--- src/rtl/park_ctrl_multi_if.sv ---
`default_nettype none
// ============================================================================
// Module   : park_ctrl_multi_if
// Brief    : Lane-side bundle for the multi-slot car park controller.
//            master = lane/terminal side, slave = controller.
// Revision : 1.0 - initial release
// ============================================================================
interface park_ctrl_multi_if #(
  parameter int ID_W  = 4,
  parameter int FEE_W = 4
);
  logic              tick;
  logic              sin;
  logic              sout;
  logic [ID_W-1:0]   exit_id;
  logic              pay;
  logic              bin;
  logic              bout;
  logic [ID_W-1:0]   ticket_id;
  logic              ticket_vld;
  logic [FEE_W-1:0]  fee;
  logic              fee_vld;
  logic [ID_W:0]     free_cnt;
  logic              full;
  logic              err_id;

  modport master (
    output tick, sin, sout, exit_id, pay,
    input  bin, bout, ticket_id, ticket_vld, fee, fee_vld, free_cnt, full, err_id
  );

  modport slave (
    input  tick, sin, sout, exit_id, pay,
    output bin, bout, ticket_id, ticket_vld, fee, fee_vld, free_cnt, full, err_id
  );
endinterface
`default_nettype wire

--- src/rtl/park_ctrl_multi.sv ---
`default_nettype none
// ============================================================================
// Module   : park_ctrl_multi
// Brief    : Multi-slot car park controller: ticketing, capped hourly fee,
//            pay handshake and timed barriers. Optional free-exit grace
//            window enabled by defining PARK_GRACE_EN.
// Revision : 1.0 - initial release
// ============================================================================
module park_ctrl_multi #(
  parameter int NUM_SLOTS      = 5,
  parameter int ID_W           = 4,
  parameter int TIME_W         = 16,
  parameter int TICKS_PER_HOUR = 3600,
  parameter int MAX_FEE        = 5,
  parameter int FEE_W          = 4,
  parameter int BAR_TICKS      = 5,
  parameter int GRACE_TICKS    = 600
) (
  input  wire logic         clk,
  input  wire logic         rst,
  park_ctrl_multi_if.slave  bus
);

  localparam int c_bar_cw = (BAR_TICKS > 1) ? $clog2(BAR_TICKS) : 1;

  localparam logic [2:0] c_st_idle     = 3'd0;
  localparam logic [2:0] c_st_entry    = 3'd1;
  localparam logic [2:0] c_st_bar_in   = 3'd2;
  localparam logic [2:0] c_st_exit_chk = 3'd3;
  localparam logic [2:0] c_st_calc     = 3'd4;
  localparam logic [2:0] c_st_quote    = 3'd5;
  localparam logic [2:0] c_st_bar_out  = 3'd6;

  localparam logic [ID_W:0]     c_num_slots = (ID_W+1)'(NUM_SLOTS);
  localparam logic [TIME_W-1:0] c_tph       = TIME_W'(TICKS_PER_HOUR);
  localparam logic [FEE_W-1:0]  c_max_fee   = FEE_W'(MAX_FEE);
  localparam logic [c_bar_cw-1:0] c_bar_last = c_bar_cw'(BAR_TICKS - 1);

  if (NUM_SLOTS < 2 || NUM_SLOTS > 16 || (1 << ID_W) < NUM_SLOTS ||
      MAX_FEE < 1 || MAX_FEE > ((1 << FEE_W) - 1) || BAR_TICKS < 1 ||
      TICKS_PER_HOUR < 1 || GRACE_TICKS < 0) begin : g_param_err
    $error("park_ctrl_multi: illegal parameter combination");
  end

  logic [2:0]          r_state;
  logic                r_sin_q;
  logic                r_sout_q;
  logic                r_ent_pend;
  logic                r_ext_pend;
  logic [ID_W-1:0]     r_exit_id;
  logic [ID_W-1:0]     r_cur_id;
  logic [TIME_W-1:0]   r_t;
  logic [NUM_SLOTS-1:0] r_occ;
  logic [TIME_W-1:0]   r_tent [NUM_SLOTS];
  logic [ID_W:0]       r_free_cnt;
  logic                r_full;
  logic                r_bin;
  logic                r_bout;
  logic [ID_W-1:0]     r_ticket_id;
  logic                r_ticket_vld;
  logic [FEE_W-1:0]    r_fee;
  logic                r_fee_vld;
  logic                r_err_id;
  logic [c_bar_cw-1:0] r_bar_cnt;
  logic [TIME_W-1:0]   r_rem;
  logic [FEE_W-1:0]    r_fee_acc;
`ifdef PARK_GRACE_EN
  logic                r_grace;
`endif

  logic                w_sin_rise;
  logic                w_sout_rise;
  logic [ID_W-1:0]     w_free_idx;
  logic                w_cur_occ;
  logic [TIME_W-1:0]   w_cur_tent;
  logic [TIME_W-1:0]   w_elapsed;
  logic                w_alloc;
  logic                w_release;
  logic                w_ext_clr;
  logic                w_bar_last;

  assign w_sin_rise  = bus.sin  & ~r_sin_q;
  assign w_sout_rise = bus.sout & ~r_sout_q;
  assign w_bar_last  = (r_bar_cnt == c_bar_last);

  // Lowest-index free slot; only consumed in ENTRY, which requires !full.
  always_comb begin
    w_free_idx = '0;
    for (int i = NUM_SLOTS - 1; i >= 0; i--) begin
      if (!r_occ[i]) w_free_idx = ID_W'(i);
    end
  end

  // Ids at or beyond NUM_SLOTS never match, so they read as unoccupied.
  always_comb begin
    w_cur_occ  = 1'b0;
    w_cur_tent = '0;
    for (int i = 0; i < NUM_SLOTS; i++) begin
      if (r_cur_id == ID_W'(i)) begin
        w_cur_occ  = r_occ[i];
        w_cur_tent = r_tent[i];
      end
    end
  end

  assign w_elapsed = r_t - w_cur_tent;
  assign w_alloc   = (r_state == c_st_entry);
`ifdef PARK_GRACE_EN
  assign w_release = ((r_state == c_st_quote) && bus.pay) ||
                     ((r_state == c_st_calc) && r_grace);
`else
  assign w_release = (r_state == c_st_quote) && bus.pay;
`endif
  assign w_ext_clr = ((r_state == c_st_exit_chk) && !w_cur_occ) || w_release;

  always_ff @(posedge clk or negedge rst) begin
    if (!rst) begin
      r_sin_q    <= 1'b0;
      r_sout_q   <= 1'b0;
      r_ent_pend <= 1'b0;
      r_ext_pend <= 1'b0;
      r_exit_id  <= '0;
      r_t        <= '0;
    end else begin
      r_sin_q    <= bus.sin;
      r_sout_q   <= bus.sout;
      // A fresh edge wins over a same-cycle clear so that car is not lost.
      r_ent_pend <= w_sin_rise  | (r_ent_pend & ~w_alloc);
      r_ext_pend <= w_sout_rise | (r_ext_pend & ~w_ext_clr);
      if (w_sout_rise) r_exit_id <= bus.exit_id;
      if (bus.tick)    r_t <= r_t + 1'b1;
    end
  end

  always_ff @(posedge clk or negedge rst) begin
    if (!rst) begin
      r_occ      <= '0;
      r_free_cnt <= c_num_slots;
      r_full     <= 1'b0;
      for (int i = 0; i < NUM_SLOTS; i++) r_tent[i] <= '0;
    end else begin
      for (int i = 0; i < NUM_SLOTS; i++) begin
        if (w_alloc && (w_free_idx == ID_W'(i))) begin
          r_occ[i]  <= 1'b1;
          r_tent[i] <= r_t;
        end else if (w_release && (r_cur_id == ID_W'(i))) begin
          r_occ[i]  <= 1'b0;
        end
      end
      if (w_alloc && (r_free_cnt != '0)) begin
        r_free_cnt <= r_free_cnt - 1'b1;
        r_full     <= (r_free_cnt == (ID_W+1)'(1));
      end else if (w_release && (r_free_cnt != c_num_slots)) begin
        r_free_cnt <= r_free_cnt + 1'b1;
        r_full     <= 1'b0;
      end
    end
  end

  always_ff @(posedge clk or negedge rst) begin
    if (!rst) begin
      r_state      <= c_st_idle;
      r_cur_id     <= '0;
      r_bin        <= 1'b0;
      r_bout       <= 1'b0;
      r_ticket_id  <= '0;
      r_ticket_vld <= 1'b0;
      r_fee        <= '0;
      r_fee_vld    <= 1'b0;
      r_err_id     <= 1'b0;
      r_bar_cnt    <= '0;
      r_rem        <= '0;
      r_fee_acc    <= '0;
`ifdef PARK_GRACE_EN
      r_grace      <= 1'b0;
`endif
    end else begin
      r_ticket_vld <= 1'b0;
      r_err_id     <= 1'b0;
      case (r_state)
        c_st_idle: begin
          if (r_ext_pend) begin
            r_cur_id <= r_exit_id;
            r_state  <= c_st_exit_chk;
          end else if (r_ent_pend && !r_full) begin
            r_state  <= c_st_entry;
          end
        end
        c_st_entry: begin
          r_ticket_id  <= w_free_idx;
          r_ticket_vld <= 1'b1;
          r_bin        <= 1'b1;
          r_bar_cnt    <= '0;
          r_state      <= c_st_bar_in;
        end
        c_st_bar_in: begin
          if (bus.tick) begin
            if (w_bar_last) begin
              r_bin   <= 1'b0;
              r_state <= c_st_idle;
            end else begin
              r_bar_cnt <= r_bar_cnt + 1'b1;
            end
          end
        end
        c_st_exit_chk: begin
          if (!w_cur_occ) begin
            r_err_id <= 1'b1;
            r_state  <= c_st_idle;
          end else begin
            r_rem     <= w_elapsed;
            r_fee_acc <= FEE_W'(1);
`ifdef PARK_GRACE_EN
            r_grace   <= (w_elapsed < TIME_W'(GRACE_TICKS));
`endif
            r_state   <= c_st_calc;
          end
        end
        c_st_calc: begin
`ifdef PARK_GRACE_EN
          if (r_grace) begin
            r_fee     <= '0;
            r_bout    <= 1'b1;
            r_bar_cnt <= '0;
            r_state   <= c_st_bar_out;
          end else
`endif
          // One hour per cycle; stops early once the cap is reached.
          if ((r_rem >= c_tph) && (r_fee_acc < c_max_fee)) begin
            r_rem     <= r_rem - c_tph;
            r_fee_acc <= r_fee_acc + 1'b1;
          end else begin
            r_fee     <= r_fee_acc;
            r_fee_vld <= 1'b1;
            r_state   <= c_st_quote;
          end
        end
        c_st_quote: begin
          if (bus.pay) begin
            r_fee_vld <= 1'b0;
            r_bout    <= 1'b1;
            r_bar_cnt <= '0;
            r_state   <= c_st_bar_out;
          end
        end
        c_st_bar_out: begin
          if (bus.tick) begin
            if (w_bar_last) begin
              r_bout  <= 1'b0;
              r_fee   <= '0;
              r_state <= c_st_idle;
            end else begin
              r_bar_cnt <= r_bar_cnt + 1'b1;
            end
          end
        end
        default: r_state <= c_st_idle;
      endcase
    end
  end

  assign bus.bin        = r_bin;
  assign bus.bout       = r_bout;
  assign bus.ticket_id  = r_ticket_id;
  assign bus.ticket_vld = r_ticket_vld;
  assign bus.fee        = r_fee;
  assign bus.fee_vld    = r_fee_vld;
  assign bus.free_cnt   = r_free_cnt;
  assign bus.full       = r_full;
  assign bus.err_id     = r_err_id;

endmodule
`default_nettype wire

--- src/flat_wrapper.sv ---
// flat-port wrapper written by rule: the top's interface ports become plain ports
module park_ctrl_multi_flat 
#(
  parameter int NUM_SLOTS      = 5,
  parameter int ID_W           = 4,
  parameter int TIME_W         = 16,
  parameter int TICKS_PER_HOUR = 3600,
  parameter int MAX_FEE        = 5,
  parameter int FEE_W          = 4,
  parameter int BAR_TICKS      = 5,
  parameter int GRACE_TICKS    = 600
)
  (clk, rst, bus_tick, bus_sin, bus_sout, bus_exit_id, bus_pay, bus_bin, bus_bout, bus_ticket_id, bus_ticket_vld, bus_fee, bus_fee_vld, bus_free_cnt, bus_full, bus_err_id);
  park_ctrl_multi_if #(.ID_W(ID_W), .FEE_W(FEE_W)) bus_i ();
  input  wire logic clk;
  input  wire logic rst;
  input wire logic [$bits(bus_i.tick)-1:0] bus_tick;
  input wire logic [$bits(bus_i.sin)-1:0] bus_sin;
  input wire logic [$bits(bus_i.sout)-1:0] bus_sout;
  input wire logic [$bits(bus_i.exit_id)-1:0] bus_exit_id;
  input wire logic [$bits(bus_i.pay)-1:0] bus_pay;
  output wire logic [$bits(bus_i.bin)-1:0] bus_bin;
  output wire logic [$bits(bus_i.bout)-1:0] bus_bout;
  output wire logic [$bits(bus_i.ticket_id)-1:0] bus_ticket_id;
  output wire logic [$bits(bus_i.ticket_vld)-1:0] bus_ticket_vld;
  output wire logic [$bits(bus_i.fee)-1:0] bus_fee;
  output wire logic [$bits(bus_i.fee_vld)-1:0] bus_fee_vld;
  output wire logic [$bits(bus_i.free_cnt)-1:0] bus_free_cnt;
  output wire logic [$bits(bus_i.full)-1:0] bus_full;
  output wire logic [$bits(bus_i.err_id)-1:0] bus_err_id;
  assign bus_i.tick = bus_tick;
  assign bus_i.sin = bus_sin;
  assign bus_i.sout = bus_sout;
  assign bus_i.exit_id = bus_exit_id;
  assign bus_i.pay = bus_pay;
  assign bus_bin = bus_i.bin;
  assign bus_bout = bus_i.bout;
  assign bus_ticket_id = bus_i.ticket_id;
  assign bus_ticket_vld = bus_i.ticket_vld;
  assign bus_fee = bus_i.fee;
  assign bus_fee_vld = bus_i.fee_vld;
  assign bus_free_cnt = bus_i.free_cnt;
  assign bus_full = bus_i.full;
  assign bus_err_id = bus_i.err_id;
  park_ctrl_multi #(.NUM_SLOTS(NUM_SLOTS), .ID_W(ID_W), .TIME_W(TIME_W), .TICKS_PER_HOUR(TICKS_PER_HOUR), .MAX_FEE(MAX_FEE), .FEE_W(FEE_W), .BAR_TICKS(BAR_TICKS), .GRACE_TICKS(GRACE_TICKS)) u_core (.clk(clk), .rst(rst), .bus(bus_i));
endmodule
--- config.mk ---
export PLATFORM = sky130hd
export DESIGN_NAME = park_ctrl_multi_flat
export DESIGN_NICKNAME = d
export VERILOG_FILES = /design/src/rtl/park_ctrl_multi_if.sv /design/src/rtl/park_ctrl_multi.sv /design/src/flat_wrapper.sv
export SDC_FILE = /design/constraint.sdc
export NUM_CORES = 1
export LEC_CHECK = 0
export CAP_MARGIN = 0
export CORE_MARGIN = 1.5
export CORE_UTILIZATION = 57
export CTS_BUF_LIST = sky130_fd_sc_hd__clkbuf_2
export CTS_CLUSTER_SIZE = 30
export DETAILED_ROUTE_END_ITERATION = 12
export GPL_ROUTABILITY_DRIVEN = 0
export HOLD_SLACK_MARGIN = 0.08
export PLACE_DENSITY = 0.78
export SKIP_LAST_GASP = 1
export SYNTH_ARGS = -nofsm -noshare
export SYNTH_HDL_FRONTEND = slang
export SYNTH_SLANG_ARGS = --single-unit
--- constraint.sdc ---
create_clock -name clk -period 3.32 [get_ports clk]
set_input_delay 0.498 -clock clk [delete_from_list [all_inputs] [get_ports clk]]
set_output_delay 0.498 -clock clk [all_outputs]
set_load 0.05 [all_outputs]
==> impl_metrics.tcl <==
set metrics [dict create \
    synth_compound_area_share_pct 13.0 \
    synth_cell_types 68 \
    cts_tree "yes" \
    fin_worst_skew_ns 0.0363 \
    max_slew_margin_pct 33.8 \
    status "finished clean" \
    hold_path.class "in -> reg" \
    ys_seq_area_share_pct 49.9 \
    synth_fp_nets 748 \
    grt_use_total_pct 25.1 \
    r2r_end "u_core.r_rem[12]$_DFFE_PN0P_" \
    first_pass_iters 5 \
    synthCells 711 \
    yosys-mux-area-fraction_pct 15.7 \
    grt_overflow 0 \
    arrival_ns 3.84 \
    grt_pass1_vias 5663 \
    die_x_um 121 \
    rows 42 \
    startpoint "u_core.r_cur_id[3]$_DFFE_PN0P_" \
    ir_worst_vdd_mv 0.372 \
    worst_hold_slack_ns 0.195 \
    initialDrtViolationCount 377 \
    cts_buffers 17 \
    ctsRootBufferMaster "clkbuf_2" \
    whs_path_depth 1 \
    post-route-util_pct 66.4 \
    finalCritPeriodShare_pct 96.9 \
    cap_violations 0 \
    core_region_area_um2 13300 \
    routed_via_density 6.12 \
    power_mw 6.93 \
    via_count 5812 \
    synth-simple-area-share_pct 10.4 \
    cts_buffer_depth 2 \
    worst_pin_slew_ns 0.979 \
    cts.clk_slew.worst_paths_ns 0.19 \
    grt_pass1_wl_um 28300 \
    drive_gt1_share_pct 23.0 \
    start_util_pct 59.0 \
    power.density_nw_per_um2 782 \
    ys_warn_count 0 \
    setup_tns_ns 0 \
    rsz0062_at_grt "true" \
    area_growth_syn_to_layout_pct 12.5 \
    ff2ff_setup_slack_ns 0.10 \
    period_needed_ns 3.22 \
    antenna_found_initial 1 \
    synth_top_family_by_area "multiplexers" \
    post_dp_cell_area_um2 8460 \
    clock_latency_ns 0.75 \
    die_h_um 121 \
    rr_startpoint "u_core.r_cur_id[3]$_DFFE_PN0P_" \
    synth_edf_count 0 \
    hold_viol_final 0 \
    hold_end "u_core.r_sout_q$_DFF_PN0_" \
    dpl.hpwl_um 12200 \
    antenna_left 0 \
    async_flop_share_pct 100 \
    layout.cells.most_common "dfrtp_1" \
    synth_xor_area_share_pct 3.67 \
    dp.cells 907 \
    cp_max_fo 7 \
    r2r_cells 13 \
    final_cells 950 \
    ys_seq_elements 157 \
    path_class "reg -> reg" \
    wire_per_inst_um 18.4 \
    cp.required_ns 3.95 \
    setup_viol 0 \
    grt_max_degree 76 \
    drv_slew 0 \
    clkSinkCount 157 \
    synth.cell_area_um2 7880 \
    end_kind "flop" \
    cts_max_level 4 \
    hold_start "bus_sout" \
    totalWireLength_um 17500 \
    final_cell_mix "dfrtp_1, mux2_2, nand2_1" \
    synthAdderAreaFrac_pct 4.38 \
    startpoint_type "flop" \
    dominantRegCellSynth "dfrtp_1" \
    leakagePower_nw 4.13 \
    timing.final.ws_setup_ns 0.104 \
    dieArea_um2 14500 \
    drc 0 \
    numPortBuffers 27 \
    fin_area_um2 8870 \
    pin_count 29 \
    fin_nets 801 \
    synth.avg_cell_area_um2 11.1 \
    max_freq_mhz 311 \
    preCtsSetupSlack_ns -0.0232 \
]
-- logic make-up (layout without fill, tap and decap cells) --
kind of cell             after synthesis  count (layout)
flip-flops                           157             157
AND/OR/NAND/NOR                      164             164
XOR/XNOR                              33              33
other                                  1               2
adder cells (fa/ha/maj)               27              27
buffers and inverters                 56             118
AO/OA/AOI/OAI                        161             161
multiplexers                         112             112
-- Yosys cell counts, drive strengths merged (14+ instances only) --
cell	number	share of area, %
o21ai	57	3.6
ha	26	4.1
a21oi	33	2.1
nand2	62	3.0
clkbuf	27	1.3
nor2	30	1.5
nand3	15	0.95
a22oi	14	1.3
xnor2	24	2.7
inv	19	0.90
dfrtp	155	49
mux2	90	13
mux2i	22	2.8
-- where the power goes --
group          internal, mW  switching (mW)
Sequential             2.29           0.485
Combinational          1.45            1.77
Clock                 0.321           0.621
Total                  4.06            2.87
-- registers in the layout, indices dropped and copies added, names as in the netlist --
| name | cells |
|---|---|
| u_core.bus.bin | 1 |
| u_core.bus.bout | 1 |
| u_core.bus.err_id | 1 |
| u_core.bus.fee | 4 |
| u_core.bus.fee_vld | 1 |
| u_core.bus.free_cnt | 5 |
| u_core.bus.full | 1 |
| u_core.bus.ticket_id | 3 |
| u_core.bus.ticket_vld | 1 |
| u_core.r_bar_cnt | 3 |
| u_core.r_cur_id | 4 |
| u_core.r_ent_pend | 1 |
| u_core.r_exit_id | 4 |
| u_core.r_ext_pend | 1 |
| u_core.r_fee_acc | 4 |
| u_core.r_occ | 5 |
| u_core.r_rem | 16 |
| u_core.r_sin_q | 1 |
| u_core.r_sout_q | 1 |
| u_core.r_state | 3 |
| u_core.r_t | 16 |
| u_core.r_tent | 80 |
-- final cells by class --
class	count	area [um^2]
Clock buffer	18	90.1
Sequential cell	157	3940
Tap cell	176	220
Fill cell	1024	4480
Timing Repair Buffer	71	633
Multi-Input combinational cell	498	3810
Inverter	19	71.3
Antenna cell	1	2.50
Clock inverter	10	103
-- timing repair --
action / 4_1_cts / 5_1_grt
pin swaps: 1 / 20
hold endpoints to repair: 72 / 0
setup buffers: 2 / 11
gates resized for setup: 3 / 29
hold buffers: 1 / 0
endpoints found under the setup margin: 2 / 7
-- critical path, stage by stage (launching register included) --
cell	delay [ns]
dfrtp_2	0.50
or3b_4	0.46
buf_4	0.17
buf_4	0.15
o211ai_1	0.16
o21ai_1	0.10
ha_2	0.34
a21o_1	0.23
a221oi_4	0.32
o31ai_2	0.11
nor2_1	0.17
o21bai_1	0.11
xnor2_1	0.18
o221ai_1	0.12
-- metal layers --
| metal | GRT usage [%] | up-vias | share of wire (%) |
|---|---|---|---|
| met2 | 40.6 | 165 | 48 |
| li1 | - | 2681 | - |
| met5 | 0 | - | 0 |
| met1 | 33.3 | 2928 | 45 |
| met4 | 10.4 | 0 | 2.4 |
| met3 | 5.24 | 38 | 4.5 |
-- worst max-delay path by stage --
stage	slack, ns	to	cells after the start
after detailed placement	-0.02	u_core.r_rem[15]$_DFFE_PN0P_	13
final	0.10	u_core.r_rem[12]$_DFFE_PN0P_	13
after global routing	-0.05	u_core.r_rem[12]$_DFFE_PN0P_	13
after CTS	0.03	u_core.r_rem[12]$_DFFE_PN0P_	14
after global placement	0.06	u_core.r_rem[15]$_DFFE_PN0P_	13
after floorplan	0.07	u_core.r_rem[12]$_DFFE_PN0P_	15
Note: power is estimated with default switching activity, not from simulation.
